`config.mk`:
```
export PLATFORM = sky130hd
export DESIGN_NAME = seg_s2p_rx
export DESIGN_NICKNAME = d
export VERILOG_FILES = /design/src/rtl/seg_s2p_rx.sv
export SDC_FILE = /design/constraint.sdc
export NUM_CORES = 1
export LEC_CHECK = 0
export ABC_AREA = 1
export CORE_ASPECT_RATIO = 1.25
export CORE_MARGIN = 2
export CORE_UTILIZATION = 25
export CTS_CLUSTER_SIZE = 30
export DETAILED_ROUTE_END_ITERATION = 10
export PLACE_DENSITY = 0.44
export SYNTH_ARGS = -nofsm -noshare
export SYNTH_HDL_FRONTEND = slang
export SYNTH_SLANG_ARGS = --single-unit
```
`constraint.sdc`:
```
create_clock -name clk -period 1.67 [get_ports clk]
set_input_delay 0.2505 -clock clk [delete_from_list [all_inputs] [get_ports clk]]
set_output_delay 0.2505 -clock clk [all_outputs]
set_load 0.02 [all_outputs]
```
`src/rtl/seg_s2p_rx.sv`:
```
// Purpose: rebuild WIDTH-bit parallel frames from the 4-wire shift-chain link (s_clk/s_sout/s_clrn/s_pen).
// Latency: SYNC_STAGES clk cycles after an input edge is first sampled, the shift/latch/pulse lands.
// Backpressure: none; the link is free-running and every frame end is reported (valid or frame_err).
module seg_s2p_rx #(
    parameter int WIDTH       = 64,
    parameter int SYNC_STAGES = 2
) (
    input  logic                          clk,
    input  logic                          rstn,
    input  logic                          s_clk,
    input  logic                          s_sout,
    input  logic                          s_clrn,
    input  logic                          s_pen,
    output logic [WIDTH-1:0]              p_data,
    output logic                          valid,
    output logic                          frame_err,
    output logic                          busy,
    output logic [$clog2(WIDTH+2)-1:0]    bit_cnt
);

    localparam int CW = $clog2(WIDTH + 2);
    localparam logic [CW-1:0] CNT_FULL = CW'(WIDTH);
    localparam logic [CW-1:0] CNT_SAT  = CW'(WIDTH + 1);
    localparam logic [CW-1:0] CNT_ONE  = CW'(1);

    // Bit positions of the link signals inside the synchronizer bundle.
    localparam int L_CLK = 0;
    localparam int L_DAT = 1;
    localparam int L_CLR = 2;
    localparam int L_PEN = 3;

    typedef enum logic {
        IDLE  = 1'b0,
        SHIFT = 1'b1
    } state_t;

    // All four link wires share one chain so their relative timing is kept intact.
    logic [SYNC_STAGES-1:0][3:0] sync_q;
    logic [3:0]                  link_in;
    logic [3:0]                  link_s;
    logic                        clk_prev;
    logic                        pen_prev;
    logic                        clk_rise;
    logic                        pen_rise;
    logic                        clr_act;

    state_t                      state;
    state_t                      state_n;
    logic [WIDTH-1:0]            sr;
    logic [WIDTH-1:0]            sr_n;
    logic [WIDTH-1:0]            sr_shift;
    logic [WIDTH-1:0]            sr_after;
    logic [CW-1:0]               cnt_n;
    logic [CW-1:0]               cnt_shift;
    logic [CW-1:0]               cnt_after;
    logic [WIDTH-1:0]            pdata_n;
    logic                        valid_n;
    logic                        ferr_n;
    logic                        end_frame;

    assign link_in = {s_pen, s_clrn, s_sout, s_clk};
    assign link_s  = sync_q[SYNC_STAGES-1];

    // Synchronizer chains plus one history flop for each edge-detected signal.
    always_ff @(posedge clk or negedge rstn) begin
        if (!rstn) begin
            sync_q   <= '0;
            clk_prev <= 1'b0;
            pen_prev <= 1'b0;
        end else begin
            sync_q   <= {sync_q[SYNC_STAGES-2:0], link_in};
            clk_prev <= link_s[L_CLK];
            pen_prev <= link_s[L_PEN];
        end
    end

    // Rising-edge strobes and the level-sensitive clear, all in the clk domain.
    always_comb begin
        clk_rise = link_s[L_CLK] & ~clk_prev;
        pen_rise = link_s[L_PEN] & ~pen_prev;
        clr_act  = ~link_s[L_CLR];
    end

    // Next-state logic: the shift is applied first, so a latch edge in the same
    // cycle as a clock edge checks the count including that bit.
    always_comb begin
        state_n   = state;
        sr_n      = sr;
        cnt_n     = bit_cnt;
        pdata_n   = p_data;
        valid_n   = 1'b0;
        ferr_n    = 1'b0;
        end_frame = 1'b0;

        sr_shift  = {sr[WIDTH-2:0], link_s[L_DAT]};
        cnt_shift = (bit_cnt == CNT_SAT) ? CNT_SAT : bit_cnt + CNT_ONE;
        sr_after  = clk_rise ? sr_shift  : sr;
        cnt_after = clk_rise ? cnt_shift : bit_cnt;

        if (clr_act) begin
            // Clear dominates every edge; the last good frame stays visible.
            state_n = IDLE;
            sr_n    = '0;
            cnt_n   = '0;
        end else begin
            sr_n  = sr_after;
            cnt_n = cnt_after;
            case (state)
                IDLE: begin
                    // A latch edge with no bits received is not a frame.
                    if (clk_rise) begin
                        state_n   = SHIFT;
                        end_frame = pen_rise;
                    end
                end
                SHIFT: begin
                    end_frame = pen_rise;
                end
            endcase

            if (end_frame) begin
                state_n = IDLE;
                cnt_n   = '0;
                if (cnt_after == CNT_FULL) begin
                    valid_n = 1'b1;
                    pdata_n = sr_after;
                end else begin
                    ferr_n  = 1'b1;
                end
            end
        end
    end

    // State, shift register and all outputs are registered; busy tracks the next state.
    always_ff @(posedge clk or negedge rstn) begin
        if (!rstn) begin
            state     <= IDLE;
            sr        <= '0;
            bit_cnt   <= '0;
            p_data    <= '0;
            valid     <= 1'b0;
            frame_err <= 1'b0;
            busy      <= 1'b0;
        end else begin
            state     <= state_n;
            sr        <= sr_n;
            bit_cnt   <= cnt_n;
            p_data    <= pdata_n;
            valid     <= valid_n;
            frame_err <= ferr_n;
            busy      <= (state_n == SHIFT);
        end
    end

endmodule

```
==> out/qor.yml <==
hold_path:
  holdPathEnd: "sync_q[3]"
  hold_depth: 1
  hp-class: "input pin to flip-flop"
  min-delay-start: "s_pen"
floorplanning:
  ios: 80
  die_h_um: 186.9
  die_w_um: 150.3
  rows: 66
  initial_core_util_pct: 25.56
  fp.coreArea_sq_mm: 0.02618
  fp.dieArea_sq_mm: 0.02809
synthesis:
  synth_seq_cells: 148
  synth_area_leaders: "dfrtp_1, nand2_1, inv_1"
  yosysWarnings: 0
  synth_area_sq_mm: 0.006690
  synth.avg_cell_area_sq_um: 8.394
  synth_edf_count: 0
  yosys.area.top_type_share_pct: 55.36
  ys_seq_area_share_pct: 55.36
  asyncSetResetFlopFracSynth_pct: 100.0
  synth_top_area_cell: "dfrtp_1"
  yosysUniqueCellTypes: 25
  yosys_most_used_dff: "dfrtp_1"
  synth_fp_nets: 805
  synth_cells: 797
pwr:
  p_int_mw: 6.031
  p_clk_share_pct: 48.8
  combPwrFrac_pct: 6.1
  p_per_area_mw_per_mm2: 894.4
  ir_drop_mv: 0.6854
  p_seq_share_pct: 45.1
  p_leak_nw: 4.847
  p_sw_share_pct: 24.87
  p_sw_mw: 1.997
timing:
  slew_violations: 0
  skew_ns: 0.01223
  min_period_ns: 1.848
  maxSlewHeadroom_pct: 63.63
  rsz0062_at_grt: "true"
  finalHoldViolations: 0
  worst_slack_ns: -0.1778
  setup-violations-final: 65
  fmax_ghz: 0.5412
  finalCritPeriodShare_pct: 110.6
  worstMarginPinSlew_ns: 0.5455
place:
  port_buffers: 79
  dp_slack_ns: -0.2272
  gp_congestion: 0.7611
  post-dp-hpwl_mm: 10.50
  post_dp_cell_area_sq_mm: 0.007961
critical_path:
  r2r-end: "p_data[37]"
  rrSetupSlack_ns: -0.18
  slowest_delay_ns: 0.45
  crit_buf_inv: 2
  crit_required_ns: 1.98
  cp-start-kind: "flip-flop"
  worstPathCellList: "inv_2 > ha_4 > nand2_2 > nor2_1 > nand2_1 > nand2_2 > nand2_2 > nor2_4 > nand3_4 > buf_12 > nand2_1 > nand2_1"
  crit_family: "simple AND/OR/NAND/NOR gates"
  r2r_start: "bit_cnt[1]"
  r2r_cells: 12
  crit_slowest_cell: "dfrtp_2"
  end_kind: "flip-flop"
  path_max_fanout: 19
  critPathArrivalTime_ns: 2.16
  worstSetupPathType: "flip-flop to flip-flop"
cts:
  worstSkewPairLatency_ns: 0.43
  h-tree-depth: 4
  clock_sinks: 148
  tritoncts: "done"
  numCtsBuffers: 17
  cts_buffer_depth: 2
  cts_root_buffer: "clkbuf_16"
  clkTransAtPathRegs_ns: 0.07
global_route:
  grt_pass1_vias: 5235
  gr-usage-all-layers_pct: 12.63
  grt_antenna_before_repair: 0
  grt_pass1_wl_mm: 27.79
  overflow: 0
  grt_max_degree: 53
route:
  routed_wl_mm: 16.67
  drt-initial-drc-count: 251
  antenna_left: 0
  vias: 5200
  wire_per_inst_um: 13.30
  routed_via_density: 4.147
  drt_pass1_iterations: 4
  drc: 0
cells_and_area:
  drive_gt1_share_pct: 13.79
  final_area_sq_mm: 0.008975
  nNetsFinal: 909
  area_growth_pct: 34.15
  diodes: 0
outcome:
  violations: "setup timing"
  status: "finished, violations left"
flow_run:
  maxCapViolations: 0
## state kept, by name, indices dropped and copies added (netlist names)
register / count
state: 1
frame_err: 1
bit_cnt: 7
p_data: 64
link_s: 4
valid: 1
sync_q: 4
clk_prev: 1
pen_prev: 1
sr: 64
## cells by family (layout without fill, tap and decap cells)
group / after synthesis / after routing / synth area share (%)
AO/OA/AOI/OAI: 67 / 67 / 5.050
adder cells (fa/ha/maj): 2 / 2 / 0.3740
flip-flops: 148 / 148 / 55.36
buffers and inverters: 192 / 309 / 13.58
AND/OR/NAND/NOR: 388 / 388 / 25.64
## timing repair
action                     in CTS  in global routing
setup buffers                   6                  3
gates cloned                    5                  0
setup endpoints to repair     101                132
hold endpoints to repair       32                  0
hold buffers                    1                  0
pin swaps                      10                  7
resized for setup              63                 54
## per-stage QoR
| stage | setup TNS [ns] | cells | util (%) | total power [mW] | hold WS, ns |
|---|---|---|---|---|---|
| finish | -9.925 | 1254 | 34.28 | 8.027 | 0.2594 |
| global route | -18.36 | 1254 | 34.28 | 8.359 | 0.2413 |
| CTS | -10.82 | 1251 | 33.64 | 8.153 | 0.2402 |
| detailed placement | -13.58 | 1209 | 30.41 | 4.087 | 0.1917 |
| global placement | -11.11 | 1209 | 30.41 | 4.088 | 0.1914 |
| floorplan | -3.274 | 797 | - | 3.913 | -0.04509 |
## layout make-up
type / instances / area, sq um
fillers: 2747 / 17200
flip-flops and latches: 148 / 3707
multi-input cells: 457 / 2176
repair buffers: 133 / 1531
inverters: 144 / 540.5
clock buffers: 17 / 425.4
well taps: 340 / 425.4
clock inverters: 15 / 168.9
## layout by cell type, fill, tap and decap left out, types with 3 or more instances in the layout
cell               n
nand3_2            3
o21ai_0           62
buf_12            12
nand2_2            9
clkdlybuf4s50_1   10
nor2_1            78
buf_6              9
dlygate4sd2_1     33
buf_16             5
dfrtp_2            3
inv_6              6
nand2_1          215
inv_1            138
o21ai_1            3
inv_2              6
nor2_4             6
nand4_1           65
clkbuf_16         17
dfrtp_1          145
buf_4             28
dlymetal6s2s_1    33
## cells in the mapped netlist, types with 2 or more instances
cell	number
nand4_1	65
buf_8	5
nand2_1	219
nor2_4	5
buf_4	6
ha_1	2
nand3_1	5
nand2_2	6
clkbuf_1	15
nor2_1	81
buf_2	9
buf_6	13
dfrtp_1	148
inv_2	3
inv_1	141
o21ai_0	65
## how the worst max path moves through the flow
stage | startpoint | end | depth (start not counted)
3_3_place_gp | bit_cnt[1] | p_data[5] | 11
6_report | bit_cnt[1] | p_data[37] | 12
4_1_cts | bit_cnt[1] | p_data[37] | 13
2_1_floorplan | bit_cnt[0] | p_data[10] | 12
3_5_place_dp | bit_cnt[1] | p_data[37] | 11
5_1_grt | bit_cnt[1] | p_data[2] | 12
## metal layers
layer / share of wire (%) / GRT usage [%] / vias up
li1: - / - / 2673
met1: 45 / 15.96 / 2433
met2: 50 / 21.47 / 76
met3: 2.7 / 2.439 / 18
met4: 1.8 / 4.173 / 0
met5: 0 / 0 / -
## power groups by stage
stage / Combinational [mW] / Sequential [mW] / Clock [mW]
after floorplan: 0.224 / 3.69 / 0
after global placement: 0.405 / 3.68 / 0
after detailed placement: 0.404 / 3.68 / 0
after CTS: 0.483 / 3.62 / 4.05
after global routing: 0.544 / 3.62 / 4.20
final: 0.491 / 3.62 / 3.92
No activity file was read; power rests on OpenSTA's default activity.
